<file path="config.mk">
export PLATFORM = sky130hd
export DESIGN_NAME = instr_fetch_unit
export DESIGN_NICKNAME = d
export VERILOG_FILES = /design/src/rtl/instr_fetch_unit.sv
export SDC_FILE = /design/constraint.sdc
export NUM_CORES = 1
export LEC_CHECK = 0
export CAP_MARGIN = 10
export CORE_ASPECT_RATIO = 2
export CORE_MARGIN = 2
export CORE_UTILIZATION = 40
export CTS_CLUSTER_DIAMETER = 50
export DETAILED_ROUTE_END_ITERATION = 6
export PLACE_DENSITY = 0.66
export SLEW_MARGIN = 10
export SYNTH_ARGS = -nofsm -noshare
export SYNTH_HDL_FRONTEND = slang
export SYNTH_SLANG_ARGS = --single-unit
</file>
<file path="constraint.sdc">
create_clock -name clk -period 3.4 [get_ports clk]
set_input_delay 0.34 -clock clk [delete_from_list [all_inputs] [get_ports clk]]
set_output_delay 0.34 -clock clk [all_outputs]
set_load 0.01 [all_outputs]
</file>
<file path="src/rtl/instr_fetch_unit.sv">
// PC register and instruction-fetch front end: one outstanding imem request, out reg plus skid buffer, redirects.
// Build option: define FETCH_MISALIGN_CHECK_EN to fault on misaligned redirect targets instead of masking them.
module instr_fetch_unit #(
  parameter logic [31:0] RESET_PC = 32'h0000_0000
) (
  input  logic        clk,
  input  logic        rst_n,
  output logic        imem_req_valid,
  input  logic        imem_req_ready,
  output logic [31:0] imem_addr,
  input  logic        imem_rsp_valid,
  input  logic [31:0] imem_rsp_data,
  input  logic        redirect,
  input  logic [31:0] redirect_target,
  input  logic        stall,
  output logic        instr_valid,
  output logic [31:0] instr,
  output logic [31:0] instr_pc,
  output logic [24:0] raw_src,
  output logic        fetch_fault
);

  localparam int unsigned XLEN  = 32;
  localparam int unsigned RAW_W = 25;
  localparam int unsigned RAW_LSB = XLEN - RAW_W;

  typedef enum logic [0:0] {
    ST_REQ  = 1'b0,
    ST_WAIT = 1'b1
  } state_e;

  typedef struct packed {
    logic [XLEN-1:0] pc;
    logic [XLEN-1:0] word;
  } fetch_ent_t;

  state_e          state_q, state_d;
  logic [XLEN-1:0] pc_q, pc_d;
  logic [XLEN-1:0] req_pc_q, req_pc_d;
  logic            req_valid_q, req_valid_d;
  logic            out_valid_q, out_valid_d;
  fetch_ent_t      out_q, out_d;
  logic            skid_valid_q, skid_valid_d;
  fetch_ent_t      skid_q, skid_d;
  logic            drop_q, drop_d;
  logic            fault_q, fault_d;

  logic            accept;
  logic            consume;
  logic            rsp_keep;
  logic [XLEN-1:0] target_aligned;
  fetch_ent_t      rsp_ent;

  assign accept         = req_valid_q & imem_req_ready;
  assign consume        = out_valid_q & ~stall;
  assign rsp_keep       = (state_q == ST_WAIT) & imem_rsp_valid & ~drop_q;
  assign target_aligned = redirect_target & ~XLEN'(3);
  assign rsp_ent        = '{pc: req_pc_q, word: imem_rsp_data};

  // Next-state: buffer movement, request FSM, then redirect overrides.
  always_comb begin
    state_d      = state_q;
    pc_d         = pc_q;
    req_pc_d     = req_pc_q;
    out_valid_d  = out_valid_q;
    out_d        = out_q;
    skid_valid_d = skid_valid_q;
    skid_d       = skid_q;
    drop_d       = drop_q;
    fault_d      = fault_q;

    if (consume) begin
      out_valid_d  = skid_valid_q;
      out_d        = skid_q;
      skid_valid_d = 1'b0;
    end

    if (rsp_keep) begin
      if (!out_valid_d) begin
        out_valid_d = 1'b1;
        out_d       = rsp_ent;
      end else begin
        skid_valid_d = 1'b1;
        skid_d       = rsp_ent;
      end
    end

    case (state_q)
      ST_REQ: begin
        if (accept) begin
          state_d  = ST_WAIT;
          pc_d     = pc_q + XLEN'(4);
          req_pc_d = pc_q;
        end
      end
      ST_WAIT: begin
        if (imem_rsp_valid) begin
          state_d = ST_REQ;
          drop_d  = 1'b0;
        end
      end
      default: state_d = ST_REQ;
    endcase

    // An in-flight request stays owed to memory; its response is discarded via drop.
    if (redirect) begin
      out_valid_d  = 1'b0;
      skid_valid_d = 1'b0;
      pc_d         = target_aligned;
      if ((state_q == ST_WAIT && !imem_rsp_valid) || (state_q == ST_REQ && accept)) begin
        drop_d = 1'b1;
      end
`ifdef FETCH_MISALIGN_CHECK_EN
      if (redirect_target[1:0] != 2'b00) begin
        fault_d = 1'b1;
      end
`endif
    end

    req_valid_d = (state_d == ST_REQ) & ~skid_valid_d & ~fault_d;
  end

  always_ff @(posedge clk or negedge rst_n) begin
    if (!rst_n) begin
      state_q      <= ST_REQ;
      pc_q         <= RESET_PC;
      req_pc_q     <= '0;
      req_valid_q  <= 1'b0;
      out_valid_q  <= 1'b0;
      out_q        <= '0;
      skid_valid_q <= 1'b0;
      skid_q       <= '0;
      drop_q       <= 1'b0;
      fault_q      <= 1'b0;
    end else begin
      state_q      <= state_d;
      pc_q         <= pc_d;
      req_pc_q     <= req_pc_d;
      req_valid_q  <= req_valid_d;
      out_valid_q  <= out_valid_d;
      out_q        <= out_d;
      skid_valid_q <= skid_valid_d;
      skid_q       <= skid_d;
      drop_q       <= drop_d;
      fault_q      <= fault_d;
    end
  end

  assign imem_req_valid = req_valid_q;
  assign imem_addr      = pc_q;
  assign instr_valid    = out_valid_q;
  assign instr          = out_q.word;
  assign instr_pc       = out_q.pc;
  assign raw_src        = out_q.word[XLEN-1:RAW_LSB];

`ifdef FETCH_MISALIGN_CHECK_EN
  assign fetch_fault = fault_q;
`else
  assign fetch_fault = 1'b0;
`endif

endmodule

</file>
==> results.yml <==
run_status:
  status: "finished, final reports clean"
synthesis:
  synth_largest_area_cell: "dfrtp_1"
  seq_area_frac_synth_pct: 57.0
  synth_edf_count: 0
  synth_area_mm2: 0.00838
  ys_types: 38
  ys_seq_elements: 191
  ys.flop_type: "dfrtp_1"
  synthArstFlopShare_pct: 100
  avgSynthCellArea_um2: 11.7
  netlist_top_cells_area: "dfrtp_1 (57%), mux2_2 (12%), mux2i_1 (7.5%), o21ai_0 (5.3%), nand2_1 (4.1%)"
  ys.warnings.count: 0
  syn_inst: 719
  synth_top_area_share_pct: 57.0
drt:
  drt_iter0_markers: 222
  dr.pass1.iters: 5
  drc: 0
  finalWirelength_um: 18600
  routedWlPerCell_um: 16.2
  num_vias: 5842
  via_per_inst: 5.07
  antenna_left: 0
placement:
  place_ws_ns: 0.657
  place_congestion: 0.790
  placed_area_mm2: 0.0104
  portBuffers: 188
  place_hpwl_um: 12600
global_route:
  grt_max_degree: 103
  grt_pass1_wl_um: 30400
  antenna_found_initial: 0
  grt_pass1_vias: 5832
  grt_usage_pct: 17.4
  grt_overflow: 0
critical_path:
  critPathArrivalTime_ns: 2.77
  worstSetupStartpointType: "flop"
  crit_type: "flop to flop"
  path_max_fanout: 17
  required_ns: 3.74
  cp-end-kind: "flop"
clocking:
  cts_buffers: 17
  max-clock-path-buffers: 2
  insertion_delay_ns: 0.43
  cts_tree: "yes"
  cts.sinks: 191
  cts-root-buf: "clkbuf_16"
  path_clk_slew_ns: 0.08
  htreeDepth: 4
power:
  powerDensity_mw_per_mm2: 718
  vdd.ir_drop.worst_mv: 0.337
  p_leak_nw: 5.02
cells_and_area:
  drive_gt1_share_pct: 15.4
  utilization_pct: 52.8
  fin_nets: 941
  fin_area_mm2: 0.0109
  antennaDiodeCount: 0
  nFillCells: 1803
  syn2layout_area_growth_pct: 30.6
sta:
  rsz0062_at_grt: "false"
  max_slew_margin_pct: 43.4
  hold_viol_final: 0
  setup-tns-final_ns: 0
  period_share_pct: 71.5
  setup_viol: 0
  max_freq_mhz: 412
  worstMarginPinSlew_ns: 0.846
  slew_viol_final: 0
  setup_slack_ns: 0.970
  clock_skew_ns: 0.0205
  timing.hold.ws_ns: 0.456
  finalCriticalPeriod_ns: 2.43
floorplan:
  die_w_um: 106
  fp-row-count: 75
  io_pins: 194
  core_area_mm2: 0.0207
  fp.dieH_um: 209
  start_util_pct: 40.4
  dieArea_mm2: 0.0222
worst_hold_path:
  hp-class: "primary input to flop"
run:
  cap_viol_max_count: 0
## synth_stat cells (2+ instances only)
cell	instances
o31ai_1	8
nand3_1	7
nand2b_1	3
nand2_1	92
inv_1	8
buf_6	2
a31oi_1	15
or3_1	7
and3b_1	2
xnor2_1	11
dlygate4sd3_1	2
nand3b_1	2
and4_1	3
mux2_2	86
o21ai_0	89
or4_1	10
buf_1	8
o31a_1	4
nor4_1	6
nor2_1	21
nand4_1	6
clkbuf_1	30
nor3_1	3
mux2i_1	63
dfrtp_1	191
buf_4	28
## final cells by class
cell class                      instances  area, um^2  area share, %
Sequential cell                       191        4780           43.7
Multi-Input combinational cell        451        3200           29.3
Timing Repair Buffer                  201        2020           18.5
Clock buffer                           19         453           4.14
Tap cell                              269         337           3.08
Clock inverter                         13         119           1.09
Inverter                                8        30.0          0.274
## power by group
group	switching (mW)	internal, mW	total (mW)	leakage, nW
logic	0.997	1.46	2.45	2.31
clock network	0.916	1.01	1.92	0.277
registers	0.503	2.99	3.49	2.44
total	2.42	5.45	7.86	5.02
## kinds of logic after synthesis
family	Yosys count	synth area share, %
adders and majority gates	1	0.149
xor gates and xnor gates	12	1.25
muxes	149	19.1
and+or+nand+nor	167	9.49
AOI/OAI and AO/OA	119	7.84
buffers and inverters	79	5.13
other	1	0.0447
DFF	191	57.0
## metrics by stage
step | total power [mW] | cells
after global routing | 8.34 | 1152
final | 7.86 | 1152
after floorplan | 4.74 | 721
after CTS | 7.96 | 1152
after detailed placement | 6.01 | 1119
after global placement | 5.93 | 1119
## flip-flops by register name, summed over array words and instances, names as in the netlist
signal          flops
imem_req_valid      1
skid_valid_q        1
state_q             1
imem_addr          30
req_pc_q           30
drop_q              1
skid_q             62
instr_pc           32
instr_valid         1
instr              32
## cells in the final DEF (no fill, tap or decap), drive strengths merged
master / Yosys / final
nand2b: 3 / 3
inv: 8 / 15
mux2i: 63 / 63
clkbuf: 30 / 20
xor2: 1 / 1
mux2: 86 / 86
and3: 1 / 1
clkinvlp: 0 / 2
o21ai: 89 / 89
ha: 1 / 1
clkdlybuf4s50: 0 / 187
and3b: 2 / 2
and4: 3 / 3
buf: 39 / 12
nand3: 7 / 7
conb: 1 / 3
or4: 10 / 10
a31oi: 15 / 15
nand3b: 2 / 2
a2bb2oi: 1 / 1
a22o: 1 / 1
nor2b: 1 / 1
clkinv: 0 / 4
a21oi: 1 / 1
o31ai: 8 / 8
xnor2: 11 / 11
or3: 7 / 7
nand4b: 1 / 1
nor4: 6 / 6
nor2: 21 / 21
dlygate4sd3: 2 / 1
dfrtp: 191 / 191
nand2: 92 / 92
o31a: 4 / 4
nand4: 6 / 6
and2: 2 / 2
nor3: 3 / 3
## worst paths after layout
| check | from | endpoint | slack (ns) | cells past startpoint |
|---|---|---|---|---|
| worst min register to register | req_pc_q[23]$_DFFE_PN0P_ | instr_pc[23]$_DFF_PN0_ | 0.50 | 2 |
| min in group asynchronous | rst_n | skid_q[20]$_DFFE_PN0P_ | 0.54 | 2 |
| worst max-delay path | imem_addr[2]$_DFFE_PN0P_ | imem_addr[26]$_DFFE_PN0P_ | 0.97 | 5 |
| worst min-delay path | redirect_target[6] | imem_addr[6]$_DFFE_PN0P_ | 0.46 | 3 |
| max in group asynchronous | rst_n | instr_pc[29]$_DFF_PN0_ | 1.99 | 3 |
| worst max register to register | imem_addr[2]$_DFFE_PN0P_ | imem_addr[26]$_DFFE_PN0P_ | 0.97 | 5 |
## metal layers
| layer | vias up | part of all wire, % | track usage, % |
|---|---|---|---|
| li1 | 2795 | - | - |
| met1 | 2849 | 44 | 23.0 |
| met2 | 190 | 48 | 27.5 |
| met3 | 8 | 7.5 | 5.21 |
| met4 | 0 | 0.92 | 5.17 |
| met5 | - | 0 | 0 |
## worst max-delay path, stage by stage, from the launching register on
cell	delay, ns
dfrtp_1	0.43
ha_1	0.19
nand2_1	0.14
or4_1	0.84
or4_1	0.57
a31oi_1	0.17
## repair_timing
item                                   CTS  global route
hold buffers                             1             0
endpoints found under the hold margin   79             0
setup endpoints to repair                0             0
setup buffers                            0             0
gates resized for setup                  0             0
Note: power is estimated with default switching activity, not from simulation.
